## config.mk

```make
export PLATFORM = sky130hd
export DESIGN_NAME = fwd_hazard_unit
export DESIGN_NICKNAME = d
export VERILOG_FILES = /design/src/rtl/fwd_hazard_unit.sv
export SDC_FILE = /design/constraint.sdc
export NUM_CORES = 1
export LEC_CHECK = 0
export BUFFER_PORTS_ARGS = -buffer_cell sky130_fd_sc_hd__buf_2
export CORE_MARGIN = 5
export CORE_UTILIZATION = 40
export CTS_CLUSTER_DIAMETER = 40
export DETAILED_ROUTE_END_ITERATION = 10
export GPL_ROUTABILITY_DRIVEN = 0
export PLACE_DENSITY = 0.71
export SLEW_MARGIN = 20
export SYNTH_ARGS = -nofsm -noshare
export SYNTH_HDL_FRONTEND = slang
export SYNTH_SLANG_ARGS = --single-unit
```

## constraint.sdc

```tcl
create_clock -name clk -period 3 [get_ports clk]
set_input_delay 0.15 -clock clk [delete_from_list [all_inputs] [get_ports clk]]
set_output_delay 0.15 -clock clk [all_outputs]
set_load 0.05 [all_outputs]
```

## src/rtl/fwd_hazard_unit.sv

```systemverilog
// EX operand forwarding from NUM_STAGES pipeline stages plus the long-latency
// unit writeback, with a scoreboard of in-flight LU destinations and ID/EX stall.
module fwd_hazard_unit #(
  parameter int XLEN       = 32,
  parameter int NUM_STAGES = 2,
  parameter int MAX_LONG   = 4,
  parameter int CNT_W      = 16,
  localparam int LCW       = $clog2(MAX_LONG + 1)
) (
  input  logic                       clk,
  input  logic                       rst_n,
  input  logic [4:0]                 ID_rs1,
  input  logic [4:0]                 ID_rs2,
  input  logic [4:0]                 ID_rd,
  input  logic [2:0]                 ID_ValidReg,
  input  logic                       ID_long,
  input  logic                       ID_issue,
  input  logic [4:0]                 EX_rs1,
  input  logic [4:0]                 EX_rs2,
  input  logic [2:0]                 EX_ValidReg,
  input  logic [5*NUM_STAGES-1:0]    ST_rd,
  input  logic [NUM_STAGES-1:0]      ST_wen,
  input  logic [NUM_STAGES-1:0]      ST_ready,
  input  logic [XLEN*NUM_STAGES-1:0] ST_data,
  input  logic                       LU_done,
  input  logic [4:0]                 LU_rd,
  input  logic [XLEN-1:0]            LU_data,
  input  logic                       LU_flush,
  output logic                       rs1_fwd,
  output logic                       rs2_fwd,
  output logic [XLEN-1:0]            rs1_fwd_data,
  output logic [XLEN-1:0]            rs2_fwd_data,
  output logic                       stall,
  output logic [31:0]                pending,
  output logic [LCW-1:0]             lu_count,
  output logic [CNT_W-1:0]           stall_cycles
);

  typedef struct packed {
    logic            fwd;
    logic            not_ready;
    logic [XLEN-1:0] data;
  } fwd_t;

  logic [31:0]      r_pending;
  logic [LCW-1:0]   r_lu_count;
  logic [CNT_W-1:0] r_stall_cycles;
  logic [31:0]      w_pending_nxt;
  logic [LCW-1:0]   w_lu_count_nxt;
  fwd_t             w_sel1;
  fwd_t             w_sel2;
  logic             w_raw1;
  logic             w_raw2;
  logic             w_waw;
  logic             w_full;
  logic             w_lu_inc;
  logic             w_lu_dec;

  // Oldest stage is visited first so a younger match overwrites it; the LU
  // result is the lowest-priority fallback.
  function automatic fwd_t fwd_sel(input logic vr, input logic [4:0] rs);
    fwd_t r;
    r = '0;
    if (rs != 5'd0) begin
      if (LU_done && LU_rd == rs) begin
        r.fwd  = 1'b1;
        r.data = LU_data;
      end
      for (int i = NUM_STAGES - 1; i >= 0; i--) begin
        if (vr && ST_wen[i] && ST_rd[5*i +: 5] == rs) begin
          r.fwd       = 1'b1;
          r.not_ready = !ST_ready[i];
          r.data      = ST_data[XLEN*i +: XLEN];
        end
      end
    end
    return r;
  endfunction

  assign w_sel1       = fwd_sel(EX_ValidReg[1], EX_rs1);
  assign w_sel2       = fwd_sel(EX_ValidReg[2], EX_rs2);
  assign rs1_fwd      = w_sel1.fwd;
  assign rs2_fwd      = w_sel2.fwd;
  assign rs1_fwd_data = w_sel1.data;
  assign rs2_fwd_data = w_sel2.data;

  // An LU result arriving this cycle resolves the RAW dependency via forwarding.
  assign w_raw1 = ID_ValidReg[1] && ID_rs1 != 5'd0 && r_pending[ID_rs1]
                  && !(LU_done && LU_rd == ID_rs1);
  assign w_raw2 = ID_ValidReg[2] && ID_rs2 != 5'd0 && r_pending[ID_rs2]
                  && !(LU_done && LU_rd == ID_rs2);
  assign w_waw  = ID_ValidReg[0] && ID_rd != 5'd0 && r_pending[ID_rd];
  assign w_full = ID_long && r_lu_count == LCW'(MAX_LONG) && !LU_done;
  assign stall  = w_sel1.not_ready || w_sel2.not_ready || w_raw1 || w_raw2
                  || w_waw || w_full;

  assign w_lu_inc = ID_issue && ID_long;
  assign w_lu_dec = LU_done && r_lu_count != '0;

  // NOTE: every always_comb output gets a default first so no latch is inferred.
  always_comb begin
    w_pending_nxt  = r_pending;
    w_lu_count_nxt = r_lu_count;
    if (LU_flush) begin
      w_pending_nxt  = '0;
      w_lu_count_nxt = '0;
    end else begin
      if (LU_done)
        w_pending_nxt[LU_rd] = 1'b0;
      if (w_lu_inc && ID_ValidReg[0] && ID_rd != 5'd0)
        w_pending_nxt[ID_rd] = 1'b1;
      if (w_lu_inc && !w_lu_dec && r_lu_count < LCW'(MAX_LONG))
        w_lu_count_nxt = r_lu_count + LCW'(1);
      else if (w_lu_dec && !w_lu_inc)
        w_lu_count_nxt = r_lu_count - LCW'(1);
    end
  end

  // NOTE: sequential state uses non-blocking assignments so all registers
  // update together from pre-edge values.
  always_ff @(posedge clk or negedge rst_n) begin
    if (!rst_n) begin
      r_pending      <= '0;
      r_lu_count     <= '0;
      r_stall_cycles <= '0;
    end else begin
      r_pending  <= w_pending_nxt;
      r_lu_count <= w_lu_count_nxt;
      if (stall && r_stall_cycles != '1)
        r_stall_cycles <= r_stall_cycles + CNT_W'(1);
    end
  end

  assign pending      = r_pending;
  assign lu_count     = r_lu_count;
  assign stall_cycles = r_stall_cycles;

endmodule

```

==> flow_summary.yaml, run 1 <==
grt:
  busiest_layer: "met2"
  grt_pass1_wl_um: 33400
  grt_max_degree: 65
  grtUsageMet1: 0.327
  grt_util_met2: 0.429
  antenna_found_initial: 1
  grt_usage: 0.256
  grt_use_met3: 0.0525
  overflow: 0
  grt_pass1_vias: 6059
timing:
  setup_violations: 2
  max_freq_mhz: 331
  worst_slack_ps: -19.9
  final.setup.tns_ps: -21.5
  tightest_slew_ps: 801
  finalHoldViolations: 0
  timing.hold.ws_ps: 276
  period_minus_slack_ps: 3020
  slew_headroom: 0.466
  finalClockSkew_ps: 10.8
  slew_violations: 0
  rsz0062_at_grt: "yes"
  min_period_over_period: 1.01
job:
  maxCapViolCount: 0
power_and_ir_drop:
  p_per_area_nw_per_um2: 354
  p_leak_uw: 0.00381
  vdd_drop_max_mv: 0.503
place:
  placed_area_um2: 6880
  place_ws_ps: 85.5
  dpl.hpwl_um: 16400
  portBuffers: 268
die:
  die_area_um2: 15900
  rows: 42
  start_util: 0.406
  die_h_um: 126
  die_w_um: 126
  ios: 270
  core_area_um2: 13200
yosys:
  yosysWarnings: 0
  synth-edff-count: 0
  synthFlopType: "dfrtp_1"
  synth_cell_type_count: 47
  synthCells: 649
  synth-seq-cells: 51
  ys_seq_area_frac: 0.237
  synth_area_um2: 5380
  syn_area_per_cell_um2: 8.29
  ys_async_sr_fraction: 1.00
  syn_nets: 803
setup_path:
  crit_arrival_ps: 2870
  startpoint_type: "flip-flop"
  cp_slowest_stage_delay_ps: 590
  path_cells: "mux4_2 > mux2i_1 > o32ai_1 > or4_1 > or4_4 > buf_6 > buf_8"
  cp_data_required_time_ps: 2850
  crit_slowest_cell: "or4_4"
  worst-path-max-fanout: 5
  critical_path_class: "reg2out"
  end_kind: "output pin"
clock_tree:
  cts_buffers: 5
  cts_tree: "built"
  cts_buffer_depth: 2
  clk_pin_slew_worst_paths_ps: 80
  clk_latency_ps: 300
  cts.sinks: 51
  ctsHtreeMaxLevel: 2
  cts_root_buffer: "clkbuf_16"
finish:
  n_fill_cell: 1297
  synthToLayoutAreaGrowth_pct: 31.9
  multi_input_area_um2: 3860
  fin_nets: 1049
  seq_area_um2: 1280
  drive_gt1_frac: 0.367
  final_area_um2: 7100
  finish.utilization: 0.536
routing:
  drtIter0Drc: 553
  ant_nets: 0
  vias_per_cell: 5.81
  wire_per_inst_um: 20.1
  via_count: 6235
  firstDrtPassIters: 5
  drc: 0
  finalWirelength_um: 21500
min_path:
  hp-class: "in2reg"
outcome:
  status: "finished, violations left"
  violations: "setup timing"
[cells by family after synthesis]
| family | count (synthesis) | synth area share |
|---|---|---|
| adders and majority gates | 2 | 0.00604 |
| AOI/OAI and AO/OA | 152 | 0.183 |
| xor gates and xnor gates | 54 | 0.0879 |
| DFF | 51 | 0.237 |
| buffers and inverters | 60 | 0.0458 |
| muxes | 108 | 0.241 |
| and+or+nand+nor | 222 | 0.199 |
[critical path, delay by kind of cell, from the launching register on]
family                 cells  cell delay, ps
and+or+nand+nor            2            1120
buffers and inverters      2             290
DFF                        1             430
muxes                      2             630
AOI/OAI and AO/OA          1              90
[layout by cell type (no fill, tap or decap), types with 2 or more instances in the layout]
cell type    n
nor2b_1      8
buf_4       22
nand3b_1     9
nor3b_1      5
a311oi_1     4
clkbuf_16    5
mux4_2      12
nand2_1     42
mux4_1       3
nand2b_1     2
a211oi_1    68
a31o_2       2
inv_1        7
xnor2_1     21
o21ai_0     32
dfrtp_1     51
clkbuf_8     2
buf_2      266
and3_1       5
or2_2        3
nor3_1       6
mux2i_1     84
and2_1       2
xor2_1      33
nand4_1     13
nor2_1      86
a21oi_1     36
nor4_1      11
or3b_2       2
nand3_1     19
or3_1        2
or4_1        4
o31ai_1      2
mux2_2       8
[repair_timing]
| action | 4_1_cts | 5_1_grt |
|---|---|---|
| endpoints found under the hold margin | 12 | 0 |
| hold buffers | 1 | 0 |
| cloned | 0 | 0 |
| buffers inserted | 0 | 4 |
| setup endpoints to repair | 1 | 1 |
| pin swaps | 0 | 3 |
| gates resized for setup | 1 | 5 |
[flip-flops by register name (all words and copies together) (netlist names)]
register,flops
stall_cycles,16
lu_count,3
pending,32
[synth_stat cells, types with 2 or more instances]
cell type | n | area (um^2)
nand4_1 | 13 | 81.3
nor2_1 | 86 | 323
a311oi_1 | 4 | 35.0
nor3b_1 | 5 | 37.5
a211oi_1 | 68 | 510
mux4_1 | 3 | 78.8
nand3b_1 | 9 | 67.6
buf_6 | 2 | 22.5
a21oi_1 | 36 | 180
xor2_1 | 33 | 289
and2_1 | 2 | 12.5
nor4_1 | 11 | 68.8
o21ai_0 | 32 | 160
mux2_2 | 8 | 90.1
a31o_2 | 2 | 17.5
or3b_2 | 2 | 17.5
clkbuf_1 | 40 | 150
inv_1 | 7 | 26.3
or2_2 | 3 | 18.8
mux2i_1 | 84 | 841
xnor2_1 | 21 | 184
buf_1 | 6 | 22.5
nor2b_1 | 8 | 50.1
mux4_2 | 12 | 270
dfrtp_1 | 51 | 1280
and3_1 | 5 | 31.3
or3_1 | 2 | 12.5
nor3_1 | 6 | 30.0
nand3_1 | 19 | 95.1
buf_2 | 5 | 25.0
nand2_1 | 42 | 158
or4_1 | 5 | 37.5
nand2b_1 | 2 | 12.5
o31ai_1 | 2 | 15.0
[layer usage]
| metal | up-vias | share of wire |
|---|---|---|
| met5 | - | 0 |
| met4 | 0 | 0.034 |
| met3 | 61 | 0.092 |
| met2 | 360 | 0.48 |
| met1 | 2913 | 0.39 |
| li1 | 2901 | - |
[worst paths after layout]
check / from / endpoint / slack (ps) / cells past startpoint
worst max-delay path: pending[6]$_DFF_PN0_ / stall / -20 / 7
worst min-delay path: ID_rd[4] / pending[10]$_DFF_PN0_ / 280 / 4
worst max register to register: pending[6]$_DFF_PN0_ / stall_cycles[1]$_DFFE_PN0P_ / 0 / 8
worst min register to register: stall_cycles[10]$_DFFE_PN0P_ / stall_cycles[10]$_DFFE_PN0P_ / 490 / 1
max in group asynchronous: rst_n / stall_cycles[10]$_DFFE_PN0P_ / 2040 / 3
min in group asynchronous: rst_n / pending[4]$_DFF_PN0_ / 500 / 3
[power breakdown]
group	leakage, uW	internal (uW)	switching, uW	total [uW]
Clock	0.0000772	357	267	623
Sequential	0.000699	753	88.7	841
Combinational	0.00303	360	688	1050
[stage by stage]
stage | instances | total power, uW
after floorplan | 649 | 1520
after global placement | 1059 | 1850
after detailed placement | 1059 | 1870
after CTS | 1068 | 2500
after global routing | 1073 | 2640
final | 1073 | 2510
[layout make-up]
cell class / instances / share of cell area
flip-flops and latches: 51 / 0.180
repair buffers: 292 / 0.219
diodes: 1 / 0.000353
clock buffers: 8 / 0.0220
inverters: 7 / 0.00370
well taps: 176 / 0.0310
multi-input cells: 538 / 0.544
(Power assumes the default switching activity.)
==> run 2: changes to the inputs <==
ABC_AREA = 1   (was unset)
GPL_TIMING_DRIVEN = 0   (was unset)
PLACE_DENSITY = 0.7   (was 0.71)
==> run 2 against run 1 <==
Effect of this change: the flow now finishes without violations; core utilization decreased by 1.9 points; sequential share of layout area down 1.6 points; synthesized cell count grew 69%; setup slack improved by 300 ps; critical path depth increased by 3; wire length grew 20%; cell count rose by 45%; die area is 11% higher; via count is 35% higher.
==> flow_summary.yaml, run 2 <==
finish:
  fin_nets: 1521
  final_common_cell: "nand2_1"
  seq_area_um2: 1280
  n_fill_cell: 1654
  drive_gt1_frac: 0.235
  final_cell_mix: "nand2_1, buf_2, nor2_1"
  largest_reg_flops: 32
  antennaDiodeCount: 0
  multi_input_area_um2: 4010
  synthToLayoutAreaGrowth_pct: 28.4
  final_area_um2: 7770
die:
  core_area_um2: 15000
  ios: 270
  die_w_um: 133
  die_h_um: 133
  rows: 45
  die_area_um2: 17700
  start_util: 0.403
power_and_ir_drop:
  pwr-share-comb: 0.421
  power.net_switching_uw: 1080
  internal-power_uw: 1450
  p_clk_frac: 0.263
  p_leak_uw: 0.00437
  p_per_area_nw_per_um2: 326
  power_frac_seq: 0.316
  vdd_drop_max_mv: 0.519
  swShare: 0.426
setup_path:
  worst-path-max-fanout: 10
  cp_data_required_time_ps: 2850
  startpoint_type: "input port"
  crit_arrival_ps: 2570
  critical_path_class: "in2out"
  end_kind: "output pin"
place:
  place_ws_ps: 426
  placed_area_um2: 7590
  dpl.hpwl_um: 20300
  portBuffers: 259
routing:
  ant_nets: 0
  drtIter0Drc: 807
  via_count: 8410
  finalWirelength_um: 25800
  vias_per_cell: 5.40
  wire_per_inst_um: 16.6
  drc: 0
  firstDrtPassIters: 5
yosys:
  synth_cell_type_count: 35
  syn_area_per_cell_um2: 5.50
  synth_area_um2: 6050
  synth-edff-count: 0
  syn_nets: 1254
  yosysTopAreaCellShare: 0.211
  ys_async_sr_fraction: 1.00
  yosysTopAreaCell: "dfrtp_1"
  post-synth-top-count-cell: "nand2_1"
  synthCells: 1100
  yosys-top-cells-count: "nand2_1, nor2_1, inv_1"
  yosys-top-cells-area: "dfrtp_1, nand2_1, o21ai_0"
  ys_seq_area_frac: 0.211
  yosysWarnings: 0
  synth-seq-cells: 51
  synthFlopType: "dfrtp_1"
grt:
  grt_pass1_vias: 7484
  antenna_found_initial: 0
  grt_pass1_wl_um: 39500
  grt_usage: 0.272
  overflow: 0
  grt_max_degree: 52
outcome:
  status: "finished, final reports clean"
timing:
  setup_violations: 0
  final.setup.tns_ps: 0
  rsz0062_at_grt: "no"
  worst_slack_ps: 278
  min_period_over_period: 0.907
  period_minus_slack_ps: 2720
  tightest_slew_ps: 670
  max_freq_mhz: 367
  finalClockSkew_ps: 9.79
  slew_headroom: 0.549
  finalHoldViolations: 0
  slew_violations: 0
job:
  maxCapViolCount: 0
clock_tree:
  cts_buffer_depth: 2
  cts_tree: "built"
  cts_root_buffer: "clkbuf_16"
  cts.sinks: 51
  clk_pin_slew_worst_paths_ps: 70
  clk_latency_ps: 290
  cts_buffers: 5
  post_cts_resized: 0
  ctsHtreeMaxLevel: 2
min_path:
  hp-class: "in2reg"
run 2: cell count changes in the layout (fill, tap and decap cells not counted), moves of 20 or more:
cell,change
a211oi_1,-68
a21oi_1,+69
buf_4,-20
clkbuf_1,+28
inv_1,+117
mux2i_1,-84
nand2_1,+250
nand3_1,+47
nor2_1,+72
nor3_1,+34
o21ai_0,+89
run 2: worst max-delay path, stage by stage:
cell and delay (ps):
buf_2 150, inv_1 150, a21oi_1 150, o2111ai_1 120, nor4_1 460, nand3b_1 180, nand2_1 150, clkbuf_1 290
nor3_1 410, buf_2 360
run 2: final cells by class:
| type | instances | share of cell area |
|---|---|---|
| clock buffers | 5 | 0.0161 |
| well taps | 188 | 0.0303 |
| multi-input cells | 860 | 0.516 |
| plain buffers | 57 | 0.0346 |
| repair buffers | 260 | 0.168 |
| flip-flops and latches | 51 | 0.164 |
| clock inverters | 3 | 0.00612 |
| inverters | 132 | 0.0641 |
run 2: cell families after synthesis:
kind of cell,share of synthesized area
flip-flops,0.211
AND/OR/NAND/NOR,0.418
adder cells (fa/ha/maj),0.00537
XOR/XNOR,0.0304
buffers and inverters,0.127
AO/OA/AOI/OAI,0.209
run 2: what timing repair did:
| item | in CTS | in global routing |
|---|---|---|
| hold endpoints to repair | 51 | 0 |
| hold buffers | 1 | 0 |
| setup endpoints to repair | 0 | 0 |
| setup buffers | 0 | 0 |
run 2: metal layers:
metal / up-vias / track usage / routed length, um
met5: - / 0 / 0
met4: 0 / 0.0739 / 716
met3: 77 / 0.0586 / 2760
met2: 486 / 0.411 / 11300
met1: 3759 / 0.392 / 11000
li1: 4088 / - / -
run 2: final timing paths:
kind	startpoint	end	slack, ps	depth (start not counted)
worst max register to register	stall_cycles[0]$_DFFE_PN0P_	stall_cycles[14]$_DFFE_PN0P_	690	10
worst max-delay path	LU_done	rs1_fwd_data[22]	280	10
worst min register to register	stall_cycles[9]$_DFFE_PN0P_	stall_cycles[9]$_DFFE_PN0P_	500	2
min in group asynchronous	rst_n	stall_cycles[10]$_DFFE_PN0P_	440	2
worst min-delay path	ID_rd[0]	pending[2]$_DFF_PN0_	250	4
max in group asynchronous	rst_n	pending[20]$_DFF_PN0_	2130	2
run 2: power by group through the flow:
stage / sequential (uW) / clock [uW] / combinational [uW]
2_1_floorplan: 962 / 0 / 549
3_3_place_gp: 808 / 0 / 1050
3_5_place_dp: 811 / 0 / 1050
4_1_cts: 798 / 679 / 1060
5_1_grt: 805 / 713 / 1160
6_report: 799 / 666 / 1070
run 2: metrics by stage:
step / hold WS (ps) / utilization / power, uW / instances
floorplan: -146 / - / 1510 / 1100
global placement: 437 / 0.505 / 1850 / 1547
detailed placement: 228 / 0.505 / 1860 / 1547
CTS: 236 / 0.517 / 2540 / 1556
global route: 283 / 0.517 / 2680 / 1556
finish: 246 / 0.517 / 2530 / 1556
==> run 3: changes to the inputs <==
SLEW_MARGIN = 5   (was 20)
clock period = 3.2 ns   (was 3 ns; I/O delays follow)
==> run 3 against run 2 <==
Effect of this change: critical path depth unchanged; wire length decreased by 0.19%; largest power group unchanged; critical endpoint unchanged; die area unchanged; core utilization unchanged; clock power decreased by 6.5%; clock skew decreased by 0.89 ps; final area unchanged; hold slack improved by 20 ps.
==> flow_summary.yaml, run 3 (synthesis results as in run 2) <==
clock_tree:
  cts_tree: "built"
  cts_root_buffer: "clkbuf_16"
  cts_buffers: 5
  post_cts_resized: 0
  cts.sinks: 51
  cts_buffer_depth: 2
  ctsHtreeMaxLevel: 2
  clk_latency_ps: 290
  clk_pin_slew_worst_paths_ps: 70
timing:
  period_minus_slack_ps: 2710
  finalHoldViolations: 0
  min_period_over_period: 0.848
  finalClockSkew_ps: 8.90
  slew_violations: 0
  slew_headroom: 0.540
  max_freq_mhz: 369
  tightest_slew_ps: 683
  final.setup.tns_ps: 0
  setup_violations: 0
  rsz0062_at_grt: "no"
min_path:
  hp-class: "in2reg"
grt:
  antenna_found_initial: 0
  overflow: 0
  grt_max_degree: 52
  grt_pass1_wl_um: 39500
  grt_usage: 0.272
  grt_pass1_vias: 7446
setup_path:
  cp_data_required_time_ps: 3040
  critical_path_class: "in2out"
  startpoint_type: "input port"
  end_kind: "output pin"
  worst-path-max-fanout: 10
  crit_arrival_ps: 2550
routing:
  ant_nets: 0
  drc: 0
  vias_per_cell: 5.41
  via_count: 8413
  wire_per_inst_um: 16.5
  firstDrtPassIters: 6
  drtIter0Drc: 855
  finalWirelength_um: 25700
die:
  rows: 45
  die_h_um: 133
  start_util: 0.403
  core_area_um2: 15000
  ios: 270
  die_area_um2: 17700
  die_w_um: 133
place:
  portBuffers: 259
  dpl.hpwl_um: 20200
  dp_cells: 1547
finish:
  drive_gt1_frac: 0.235
  antennaDiodeCount: 0
  final_cell_mix: "nand2_1, buf_2, nor2_1"
  stdcell_count: 1556
  fin_nets: 1521
  largest_reg_flops: 32
  synthToLayoutAreaGrowth_pct: 28.4
  final_common_cell: "nand2_1"
job:
  maxCapViolCount: 0
power_and_ir_drop:
  vdd_drop_max_mv: 0.487
  p_leak_uw: 0.00437
  p_per_area_nw_per_um2: 305
outcome:
  status: "finished, final reports clean"
==> run 3: cell counts in the layout (fill, tap and decap cells not counted) <==
No cell type changed its count.
==> run 3: where the power goes <==
| part | internal, uW | switching, uW |
|---|---|---|
| Sequential | 689 | 59.9 |
| Combinational | 299 | 700 |
| Clock | 373 | 249 |
==> run 3: timing repair <==
| action | in CTS | in global routing |
|---|---|---|
| setup buffers | 0 | 0 |
| endpoints found under the hold margin | 0 | 51 |
| hold buffers | 0 | 1 |
==> run 3: final cells by class <==
cell class | instances | area (um^2)
Sequential cell | 51 | 1280
Timing Repair Buffer | 260 | 1310
Clock inverter | 3 | 47.5
Fill cell | 1658 | 7260
Inverter | 132 | 498
Clock buffer | 5 | 125
Multi-Input combinational cell | 860 | 4010
Tap cell | 188 | 235
Buffer | 57 | 269
==> run 3: path summary, 6_finish.rpt <==
kind | startpoint | endpoint | slack, ps | cells after the start
worst min register to register | stall_cycles[9]$_DFFE_PN0P_ | stall_cycles[9]$_DFFE_PN0P_ | 500 | 2
worst max-delay path | LU_done | rs1_fwd_data[22] | 490 | 10
min in group asynchronous | rst_n | stall_cycles[10]$_DFFE_PN0P_ | 440 | 2
max in group asynchronous | rst_n | pending[20]$_DFF_PN0_ | 2320 | 2
worst max register to register | stall_cycles[0]$_DFFE_PN0P_ | stall_cycles[14]$_DFFE_PN0P_ | 900 | 10
worst min-delay path | ID_rd[0] | pending[2]$_DFF_PN0_ | 270 | 4
==> run 3: metal layers <==
| metal | share of wire | up-vias | global-route usage |
|---|---|---|---|
| met3 | 0.11 | 65 | 0.0582 |
| met4 | 0.025 | 0 | 0.0693 |
| met1 | 0.42 | 3773 | 0.393 |
| met2 | 0.44 | 486 | 0.412 |
| li1 | - | 4089 | - |
| met5 | 0 | - | 0 |
==> run 3: worst max-delay path, stage by stage <==
cell and delay [ps]:
buf_2 160, inv_1 140, a21oi_1 140, o2111ai_1 120, nor4_1 460, nand3b_1 180
nand2_1 140, clkbuf_1 280, nor3_1 410, buf_2 360
==> run 3: metrics by stage <==
step,setup slack [ps],power [uW],instance area (um^2),utilization,hold slack (ps)
floorplan,779,1420,6050,-,-136
global placement,581,1740,7590,0.505,447
detailed placement,606,1750,7590,0.505,459
CTS,588,2380,7760,0.516,151
global route,373,2510,7770,0.517,295
finish,487,2370,7770,0.517,266
